--- config.mk ---
export PLATFORM = sky130hd
export DESIGN_NAME = bitstream_decoder_flat
export DESIGN_NICKNAME = d
export VERILOG_FILES = /design/src/rtl/bitstream_decoder_if.sv /design/src/rtl/bitstream_decoder.sv /design/src/flat_wrapper.sv
export SDC_FILE = /design/constraint.sdc
export NUM_CORES = 1
export LEC_CHECK = 0
export BUFFER_PORTS_ARGS = -buffer_cell sky130_fd_sc_hd__buf_2
export CAP_MARGIN = 5
export CORE_MARGIN = 2
export CORE_UTILIZATION = 51
export DETAILED_ROUTE_END_ITERATION = 10
export GPL_ROUTABILITY_DRIVEN = 1
export PLACE_DENSITY = 0.85
export SETUP_SLACK_MARGIN = 0.15
export SLEW_MARGIN = 40
export SYNTH_ARGS = -nofsm -noshare
export SYNTH_HDL_FRONTEND = slang
export SYNTH_SLANG_ARGS = --single-unit
--- constraint.sdc ---
create_clock -name clk -period 2.15 [get_ports clk]
set_clock_uncertainty 0.2 [all_clocks]
set_input_delay 0.43 -clock clk [delete_from_list [all_inputs] [get_ports clk]]
set_output_delay 0.43 -clock clk [all_outputs]
set_load 0.01 [all_outputs]
--- src/rtl/bitstream_decoder_if.sv ---
// Readout bundle between bitstream_decoder (master) and host-side consumer (slave).
// Carries density valid/ready handshake, sticky flags and the optional period result.
`timescale 1ns/1ps
interface bitstream_decoder_if #(
  parameter int WIN_LOG2  = 8,
  parameter int PER_WIDTH = 16
);
  logic [WIN_LOG2:0]    density;
  logic                 out_valid;
  logic                 out_ready;
  logic                 overrun;
  logic                 clr_ovr;
  logic [PER_WIDTH-1:0] period;
  logic                 period_valid;
  logic                 timeout;

  modport master (
    output density, out_valid, overrun, period, period_valid, timeout,
    input  out_ready, clr_ovr
  );

  modport slave (
    input  density, out_valid, overrun, period, period_valid, timeout,
    output out_ready, clr_ovr
  );
endinterface

--- src/rtl/bitstream_decoder.sv ---
// Ones-density over 2^WIN_LOG2-cycle windows of a synchronized 1-bit stream; BITSTREAM_PERIOD_EN adds rising-edge period.
// Latency: bit_in to s_bit 2 clk; density/out_valid register on the edge that samples the last window index.
// Backpressure: none upstream; an unconsumed result is overwritten by the next one and overrun is flagged.
`timescale 1ns/1ps
module bitstream_decoder #(
  parameter int WIN_LOG2  = 8,
  parameter int PER_WIDTH = 16
) (
  input  logic                clk,
  input  logic                rst,
  input  logic                bit_in,
  input  logic                en,
  bitstream_decoder_if.master rd
);
  localparam logic [WIN_LOG2-1:0] WIN_LAST = '1;
  localparam logic [WIN_LOG2-1:0] WIN_INC  = 1;

  logic                sync_q;
  logic                s_bit;
  logic [WIN_LOG2-1:0] win_cnt;
  logic [WIN_LOG2:0]   ones_cnt;
  logic [WIN_LOG2:0]   ones_next;
  logic                win_done;
  logic                take;

  always_ff @(posedge clk) begin
    if (rst) begin
      sync_q <= 1'b0;
      s_bit  <= 1'b0;
    end else begin
      sync_q <= bit_in;
      s_bit  <= sync_q;
    end
  end

  assign ones_next = ones_cnt + {{WIN_LOG2{1'b0}}, s_bit};
  assign win_done  = en && (win_cnt == WIN_LAST);
  assign take      = rd.out_valid && rd.out_ready;

  // Dropping en discards the partial window so the next enabled cycle is index 0.
  always_ff @(posedge clk) begin
    if (rst || !en) begin
      win_cnt  <= '0;
      ones_cnt <= '0;
    end else if (win_done) begin
      win_cnt  <= '0;
      ones_cnt <= '0;
    end else begin
      win_cnt  <= win_cnt + WIN_INC;
      ones_cnt <= ones_next;
    end
  end

  // A completing window beats a concurrent transfer: the fresh result keeps out_valid high.
  always_ff @(posedge clk) begin
    if (rst) begin
      rd.density   <= '0;
      rd.out_valid <= 1'b0;
      rd.overrun   <= 1'b0;
    end else begin
      if (win_done) begin
        rd.density   <= ones_next;
        rd.out_valid <= 1'b1;
      end else if (take) begin
        rd.out_valid <= 1'b0;
      end

      if (win_done && rd.out_valid && !rd.out_ready) begin
        rd.overrun <= 1'b1;
      end else if (rd.clr_ovr) begin
        rd.overrun <= 1'b0;
      end
    end
  end

`ifdef BITSTREAM_PERIOD_EN
  localparam logic [PER_WIDTH-1:0] PER_MAX = '1;
  localparam logic [PER_WIDTH-1:0] PER_INC = 1;

  logic                 s_prev;
  logic                 armed;
  logic                 rise;
  logic [PER_WIDTH-1:0] per_cnt;

  assign rise = en && s_bit && !s_prev;

  // The first edge after reset or en rise only arms; later edges report edge-to-edge spacing.
  always_ff @(posedge clk) begin
    if (rst) begin
      s_prev          <= 1'b0;
      armed           <= 1'b0;
      per_cnt         <= '0;
      rd.period       <= '0;
      rd.period_valid <= 1'b0;
      rd.timeout      <= 1'b0;
    end else begin
      s_prev          <= s_bit;
      rd.period_valid <= 1'b0;

      if (!en) begin
        armed   <= 1'b0;
        per_cnt <= '0;
      end else if (rise) begin
        armed   <= 1'b1;
        per_cnt <= '0;
        if (armed) begin
          rd.period       <= (per_cnt == PER_MAX) ? PER_MAX : per_cnt + PER_INC;
          rd.period_valid <= 1'b1;
        end
      end else if (per_cnt != PER_MAX) begin
        per_cnt <= per_cnt + PER_INC;
      end

      if (en && (per_cnt == PER_MAX)) begin
        rd.timeout <= 1'b1;
      end else if (rd.clr_ovr) begin
        rd.timeout <= 1'b0;
      end
    end
  end
`else
  assign rd.period       = {PER_WIDTH{1'b0}};
  assign rd.period_valid = 1'b0;
  assign rd.timeout      = 1'b0;
`endif

endmodule

--- src/flat_wrapper.sv ---
// flat-port wrapper written by rule: the top's interface ports become plain ports
module bitstream_decoder_flat 
#(
  parameter int WIN_LOG2  = 8,
  parameter int PER_WIDTH = 16
)
  (clk, rst, bit_in, en, rd_density, rd_out_valid, rd_overrun, rd_period, rd_period_valid, rd_timeout, rd_out_ready, rd_clr_ovr);
  bitstream_decoder_if #(.WIN_LOG2(WIN_LOG2), .PER_WIDTH(PER_WIDTH)) rd_i ();
  input  logic clk;
  input  logic rst;
  input  logic bit_in;
  input  logic en;
  output wire logic [$bits(rd_i.density)-1:0] rd_density;
  output wire logic [$bits(rd_i.out_valid)-1:0] rd_out_valid;
  output wire logic [$bits(rd_i.overrun)-1:0] rd_overrun;
  output wire logic [$bits(rd_i.period)-1:0] rd_period;
  output wire logic [$bits(rd_i.period_valid)-1:0] rd_period_valid;
  output wire logic [$bits(rd_i.timeout)-1:0] rd_timeout;
  input wire logic [$bits(rd_i.out_ready)-1:0] rd_out_ready;
  input wire logic [$bits(rd_i.clr_ovr)-1:0] rd_clr_ovr;
  assign rd_density = rd_i.density;
  assign rd_out_valid = rd_i.out_valid;
  assign rd_overrun = rd_i.overrun;
  assign rd_period = rd_i.period;
  assign rd_period_valid = rd_i.period_valid;
  assign rd_timeout = rd_i.timeout;
  assign rd_i.out_ready = rd_out_ready;
  assign rd_i.clr_ovr = rd_clr_ovr;
  bitstream_decoder #(.WIN_LOG2(WIN_LOG2), .PER_WIDTH(PER_WIDTH)) u_core (.clk(clk), .rst(rst), .bit_in(bit_in), .en(en), .rd(rd_i));
endmodule
After elaboration in Yosys (flattened, before gate mapping)

Index checks and enable logic that the tools add are counted.

Add/sub/neg operators: 2
$mul: 0
Divide/modulo/power cells: 0
Order comparisons: 0
Equal/unequal tests: 1
Shift-type cells: 0
Mux-type cells: 4
Bitwise gates (word level): 0
Reduce and logical (&&, ||, !) cells: 10

Operators with widths:

| kind                                                          | count |
|---|---|
| 9-bit by 1-bit adder with 9-bit output                        | 1 |
| 8-bit by 1-bit adder with 8-bit output, second input constant | 1 |
| 8-bit == test, second input constant                          | 1 |
| 1-bit logical AND                                             | 4 |
| 1-bit 2-to-1 mux                                              | 4 |
| 2-bit nonzero test                                            | 2 |
| 1-bit zero test                                               | 2 |
| 2-bit OR reduction                                            | 1 |
| 1-bit logical OR                                              | 1 |

Register bits after elaboration: 30
Bits in latches: 0
Bits in writable memories: 0
Memory bits (read-only): 0
Bits of input ports: 6
Output and inout port bits: 29
Logic and storage cells: 24
Memories kept: 0

Logic depth before layout (Yosys ltp)

Gate-level depths: netlist of run 1.

Word-level depth: 5
Gate-level depth with buffers: 7
Gate-level depth less buffers: 6

Worst setup path after synthesis of run 1

OpenSTA, ideal clock, no wires.

Kind: register to register
From: register u_core.win_cnt[0]
To: register u_core.rd.density[4]
Library setup time: 0.079 ns
Data arrival time: 1.410 ns
Slack: 0.460 ns
Stages on the path, launching flop included: 8
Path buffers: 2
Period minus slack after synthesis: 1.690 ns
Path through: dfxtp_1 > ha_1 > and4_1 > and4_4 > buf_12 > buf_12 > nor2_2 > a211oi_2

Longest elaborated chain between the ends: 2

Ends and longest elaborated chain:

| what                   | RTL line                   | RTL |
|---|---|---|
| from (decl)            | bitstream_decoder.sv:20    | `logic [WIN_LOG2-1:0] win_cnt;` |
| from (signal assigned) | bitstream_decoder.sv:49    | `win_cnt <= win_cnt + WIN_INC;` |
| 8-bit == test          | bitstream_decoder.sv:37    | `assign win_done = en && (win_cnt == WIN_LAST);` |
| 1-bit logical AND      | bitstream_decoder.sv:37    |  |
| to (signal assigned)   | bitstream_decoder.sv:62    | `rd.density <= ones_next;` |
| to (decl)              | bitstream_decoder_if.sv:18 | `output density, out_valid, overrun, period, period_valid, timeout,` |

Every way passes these cells.
A chain may end at the register's enable or synchronous reset.

Worst setup path after layout of run 1

From: register u_core.win_cnt[0]
To: register u_core.rd.density[0]

The elaborated chain is that of the path after synthesis.

==> results.py, run 1 <==
metrics = {
    "critical_path": {
        "cp_max_fo": 17,
        "startpoint_type": "register",
        "slowest_stage": "and4_4",
        "r2r_end": "u_core.rd.density[0]",
        "endpoint_kind": "register",
        "worstPathCellList": "ha_1 > and4_1 > and4_4 > mux2i_1 > nor2_1",
        "timing.rr.start": "u_core.win_cnt[0]",
        "ff2ff_setup_slack_ps": 370,
        "max_stage_delay_ps": 390,
        "path_delay_family": "simple AND/OR/NAND/NOR gates",
        "path_buf_inv": 0,
        "reg2reg_depth": 5,
        "arrival_ps": 1800,
        "critPathKind": "register to register",
        "critPathRequiredTime_ps": 2170,
    },
    "min_path": {
        "hold-path-endpoint": "u_core.sync_q",
        "hold_path_depth": 2,
        "hold_path.class": "primary input to register",
        "hp-start": "bit_in",
    },
    "clocking": {
        "cts_resized": 0,
        "clk_pin_slew_worst_paths_ps": 80,
        "clock_path_buffers": 2,
        "cts_tree": "built",
        "clock-sinks": 30,
        "post_cts_buffers": 0,
        "postCtsHoldBufs": 0,
        "cts_made_buffers": 5,
        "clkLatencyLatePin_ps": 320,
        "cts_root_buf": "clkbuf_4",
        "htree_levels": 2,
    },
    "global_route": {
        "gr-usage-met3_pct": 6.28,
        "grt_max_degree": 18,
        "grt-ovfl-total": 0,
        "grtUsageTotal_pct": 16.3,
        "gr-max-usage-layer": "met2",
        "grt_use_met1_pct": 16.9,
        "grt_pass1_wl_mm": 3.29,
        "grt_pass1_vias": 812,
        "met2_usage_pct": 26.8,
        "antenna_found_initial": 0,
    },
    "synth": {
        "synth.avg_cell_area_um2": 9.50,
        "yosysWarningCount": 0,
        "synth_top_area_share_pct": 45.8,
        "synth-seq-area-share_pct": 45.8,
        "synth.cell_area_um2": 1310,
        "synth_seq_cells": 30,
        "synth_edf_count": 0,
        "ys_async_sr_fraction_pct": 0,
        "netlist_top_cells_area": "dfxtp_1 46%, buf_4 10%, nor2_1 7.2%",
        "synth_cell_types": 30,
        "syn_inst": 138,
        "synth_top_cell_by_area": "dfxtp_1",
        "ys.flop_type": "dfxtp_1",
    },
    "timing": {
        "period_share_pct": 82.8,
        "max_freq_mhz": 562,
        "rsz0062_at_grt": "false",
        "fin_tns_setup_ps": 0,
        "hold_viol_final": 0,
        "post-route-min-period_ps": 1780,
        "slew_viol_final": 0,
        "setup_violations": 0,
        "holdWs_ps": 115,
    },
    "power_and_ir_drop": {
        "power_density_nw_per_um2": 681,
        "power_mw": 0.943,
        "ir_worst_vdd_v": 0.000550,
        "p_leak_nw": 0.575,
    },
    "routing": {
        "drt_iter0_drc": 5,
        "drtAntennaViolNets": 0,
        "vias": 901,
        "drc": 0,
        "via_per_inst": 4.77,
        "wl_per_cell_um": 10.8,
        "drtPass1Iterations": 4,
        "drt-total-wl_mm": 2.05,
    },
    "floorplan": {
        "fp-row-count": 18,
        "start_util_pct": 53.4,
        "io_pins": 35,
        "dieArea_um2": 2990,
        "die_w_um": 54.7,
        "core_area_um2": 2450,
        "die_h_um": 54.7,
    },
    "placement": {
        "io_buffers": 16,
        "gp_congestion": 0.797,
        "hpwlAfterDp_mm": 1.57,
    },
    "final_layout": {
        "drive_gt1_share_pct": 19.5,
        "area_growth_pct": 5.53,
        "fillers": 233,
        "final_nets": 167,
        "multi_input_area_um2": 572,
        "finish.utilization_pct": 56.4,
        "n_antenna_cell": 0,
        "seq_area_um2": 601,
    },
    "job": {
        "cap_violations": 0,
    },
    "run_status": {
        "outcome": "completed",
    },
}
## through the flow
step / setup slack (ps) / instance area [um2] / std cells
floorplan: 460 / 1380 / 155
global placement: 429 / 1320 / 181
detailed placement: 376 / 1320 / 181
CTS: 350 / 1380 / 189
global route: 259 / 1380 / 189
finish: 370 / 1380 / 189
## cell families (layout without fill, tap and decap cells)
| kind of cell | after synthesis | count (layout) | synth area share (%) |
|---|---|---|---|
| AOI/OAI and AO/OA | 11 | 11 | 6.49 |
| xor gates and xnor gates | 12 | 12 | 8.02 |
| adders and majority gates | 3 | 3 | 2.86 |
| buffers and inverters | 27 | 31 | 15.5 |
| DFF | 30 | 30 | 45.8 |
| muxes | 3 | 3 | 2.29 |
| other | 1 | 18 | 0.286 |
| and+or+nand+nor | 51 | 51 | 18.8 |
## worst max-delay path by stage
stage / depth (start not counted) / end / start
floorplan: 7 / u_core.rd.density[4] / u_core.win_cnt[0]
global placement: 5 / u_core.rd.density[1] / u_core.win_cnt[0]
detailed placement: 5 / u_core.rd.density[0] / u_core.win_cnt[0]
CTS: 5 / u_core.rd.density[0] / u_core.win_cnt[0]
global route: 5 / u_core.rd.density[2] / u_core.win_cnt[0]
finish: 5 / u_core.rd.density[0] / u_core.win_cnt[0]
## Yosys cell counts (3+ instances only)
library cell	number
a211oi_1	4
a21oi_1	3
buf_4	18
dfxtp_1	30
ha_1	3
inv_1	5
mux2i_1	3
nand2_1	4
nand3_1	7
nor2_1	25
nor2b_1	3
xnor2_1	5
xor2_1	7
## power breakdown
group	leakage (nW)	total (mW)	switching, mW	internal (mW)
Combinational	0.298	0.0392	0.0290	0.0102
Clock	0.0353	0.342	0.184	0.158
Sequential	0.242	0.561	0.00221	0.559
## worst reg2reg max path, cell delays in order (launching register included)
cell,delay (ps)
dfxtp_1,380
ha_1,210
and4_1,230
and4_4,390
mux2i_1,220
nor2_1,50
## layout by cell type (no fill, tap or decap), drive strengths merged
cell type,Yosys,final
dfxtp,30,30
nor2,27,27
conb,1,18
buf,21,18
nand3,8,8
xor2,7,7
clkbuf,1,7
a211oi,6,6
xnor2,5,5
inv,5,5
nand2,4,4
mux2i,3,3
a21oi,3,3
nor2b,3,3
ha,3,3
nor3,2,2
and4,2,2
and2,1,1
a311o,1,1
nand4,1,1
and3,1,1
nand2b,1,1
o21ai,1,1
or3,1,1
clkinv,0,1
## per-layer routing
metal	share of wire, %	routed length (um)	vias to the layer above
met1	42	868	414
met4	2.5	51	0
met2	50	1020	22
li1	-	-	458
met3	5.6	114	7
met5	0	0	-
## sequential cells by signal, indices dropped and copies added (netlist names)
signal and flops:
u_core.s_bit 1, u_core.sync_q 1, u_core.ones_cnt 9, u_core.rd.density 9
u_core.rd.overrun 1, u_core.win_cnt 8, u_core.rd.out_valid 1
## layout make-up
| class | instances | area share, % |
|---|---|---|
| inverters | 5 | 1.36 |
| multi-input cells | 98 | 41.3 |
| clock buffers | 7 | 3.98 |
| repair buffers | 18 | 6.87 |
| well taps | 30 | 2.71 |
| flip-flops and latches | 30 | 43.4 |
| clock inverters | 1 | 0.362 |
Power figures use the tool's default switching activity.
==> run 2, diff against run 1 <==
- clock period: 2.15 -> 1.8 ns (I/O delays scaled with it)
==> run 2 against run 1 <==
Against the previous run:
- hold slack worse by 66 ps
- critical path depth unchanged
- non-clock buffer count up 4
- combinational power up 30%
- core utilization up 3.7 points
- largest cell class is now multi-input gates
- global-route usage up 1.8 points
==> results.py, run 2 (synthesized netlist as in run 1, its figures left out) <==
metrics = {
    "run_status": {
        "outcome": "completed",
    },
    "placement": {
        "gp_congestion": 0.817,
        "dp_slack_ps": 9.57,
        "io_buffers": 16,
        "hpwlAfterDp_mm": 1.50,
        "dp.cells": 180,
        "placed_area_um2": 1320,
    },
    "final_layout": {
        "reg.largest.list": "u_core.ones_cnt: 9 flops, u_core.rd.density: 9 flops, u_core.win_cnt: 8 flops",
        "fin_area_um2": 1480,
        "finish.utilization_pct": 60.1,
        "mostFrequentLayoutCell": "dfxtp_1",
        "multi_input_area_um2": 612,
        "area_growth_pct": 12.5,
        "final_cells": 194,
        "seq_area_um2": 604,
        "n_antenna_cell": 0,
        "final_nets": 172,
        "fillers": 234,
        "drive_gt1_share_pct": 26.8,
        "layout_common_cells": "27 x dfxtp_1, 25 x nor2_1, 18 x conb_1",
    },
    "timing": {
        "holdWs_ps": 49.8,
        "period_share_pct": 88.4,
        "fin_ws_ps": 209,
        "rsz0062_at_grt": "true",
        "fin_tns_setup_ps": 0,
        "setup_violations": 0,
        "max_freq_mhz": 629,
        "slew_viol_final": 0,
        "post-route-min-period_ps": 1590,
        "hold_viol_final": 0,
    },
    "critical_path": {
        "critPathKind": "register to register",
        "arrival_ps": 1620,
        "reg2reg_depth": 5,
        "r2r_end": "u_core.rd.density[2]",
        "startpoint": "u_core.win_cnt[0]",
        "endpoint_kind": "register",
        "startpoint_type": "register",
        "ff2ff_setup_slack_ps": 210,
        "timing.rr.start": "u_core.win_cnt[0]",
        "critPathRequiredTime_ps": 1830,
        "cp_max_fo": 8,
    },
    "routing": {
        "drt-total-wl_mm": 2.33,
        "drtPass1Iterations": 4,
        "drtAntennaViolNets": 0,
        "drc": 0,
        "drt_iter0_drc": 24,
        "via_per_inst": 4.87,
        "wl_per_cell_um": 12.0,
        "vias": 945,
    },
    "clocking": {
        "clk_pin_slew_worst_paths_ps": 90,
        "cts_tree": "built",
        "clock_path_buffers": 2,
        "postCtsHoldBufs": 0,
        "cts_root_buf": "clkbuf_4",
        "htree_levels": 2,
        "clock-sinks": 30,
        "clkLatencyLatePin_ps": 330,
        "cts_made_buffers": 5,
    },
    "power_and_ir_drop": {
        "ir_worst_vdd_v": 0.000698,
        "power_density_nw_per_um2": 846,
        "p_leak_nw": 0.610,
        "power_mw": 1.25,
    },
    "job": {
        "cap_violations": 0,
    },
    "min_path": {
        "hold_path.class": "primary input to register",
        "hp-start": "bit_in",
        "hold-path-endpoint": "u_core.sync_q",
        "hold_path_depth": 2,
    },
    "floorplan": {
        "io_pins": 35,
        "die_w_um": 54.7,
        "core_area_um2": 2450,
        "die_h_um": 54.7,
        "start_util_pct": 53.4,
        "fp-row-count": 18,
        "dieArea_um2": 2990,
    },
    "global_route": {
        "grt-ovfl-total": 0,
        "antenna_found_initial": 0,
        "grtUsageTotal_pct": 18.1,
        "grt_pass1_wl_mm": 3.64,
        "grt_max_degree": 17,
        "grt_pass1_vias": 843,
    },
}
## run 2: what timing repair did
item,in CTS,in global routing
gates cloned,1,0
setup endpoints to repair,26,13
pin swaps,2,2
resized for setup,4,4
buffers inserted,4,1
endpoints found under the hold margin,0,0
## run 2: report_power, final
group | total, mW | internal, mW | switching (mW) | leakage, nW
Clock | 0.525 | 0.287 | 0.238 | 0.0450
Combinational | 0.0509 | 0.0147 | 0.0362 | 0.322
Sequential | 0.672 | 0.668 | 0.00315 | 0.244
Total | 1.25 | 0.971 | 0.277 | 0.610
## run 2: worst max-delay path, stage by stage, from the launching register on
cell,delay [ps]
dfxtp_2,370
ha_4,140
and4_4,230
and4_4,310
mux2i_1,190
nor2_1,50
## run 2: routing by layer
layer  share of wire (%)  GRT usage [%]  wire, um  vias up
met5                   0              0         0        -
met3                 5.3           7.38       124        6
met4                 2.0           8.75        46        0
li1                    -              -         -      468
met1                  42           20.9       975      446
met2                  51           28.8      1190       25
## run 2: worst max path at each step
stage | end | slack (ps) | cells past startpoint
after floorplan | u_core.rd.density[4] | 150 | 7
after global placement | u_core.ones_cnt[8] | 120 | 4
after detailed placement | u_core.ones_cnt[6] | 10 | 4
after CTS | u_core.rd.density[2] | 160 | 5
after global routing | u_core.rd.density[1] | 130 | 5
final | u_core.rd.density[2] | 210 | 5
## run 2: cell type report
| cell class | count | area share (%) |
|---|---|---|
| inverter | 5 | 1.27 |
| clock buffer | 5 | 2.54 |
| clock inverter | 3 | 2.71 |
| tap | 30 | 2.54 |
| multi-input combinational | 99 | 41.5 |
| sequential | 30 | 41.0 |
| timing repair buffer | 22 | 8.48 |
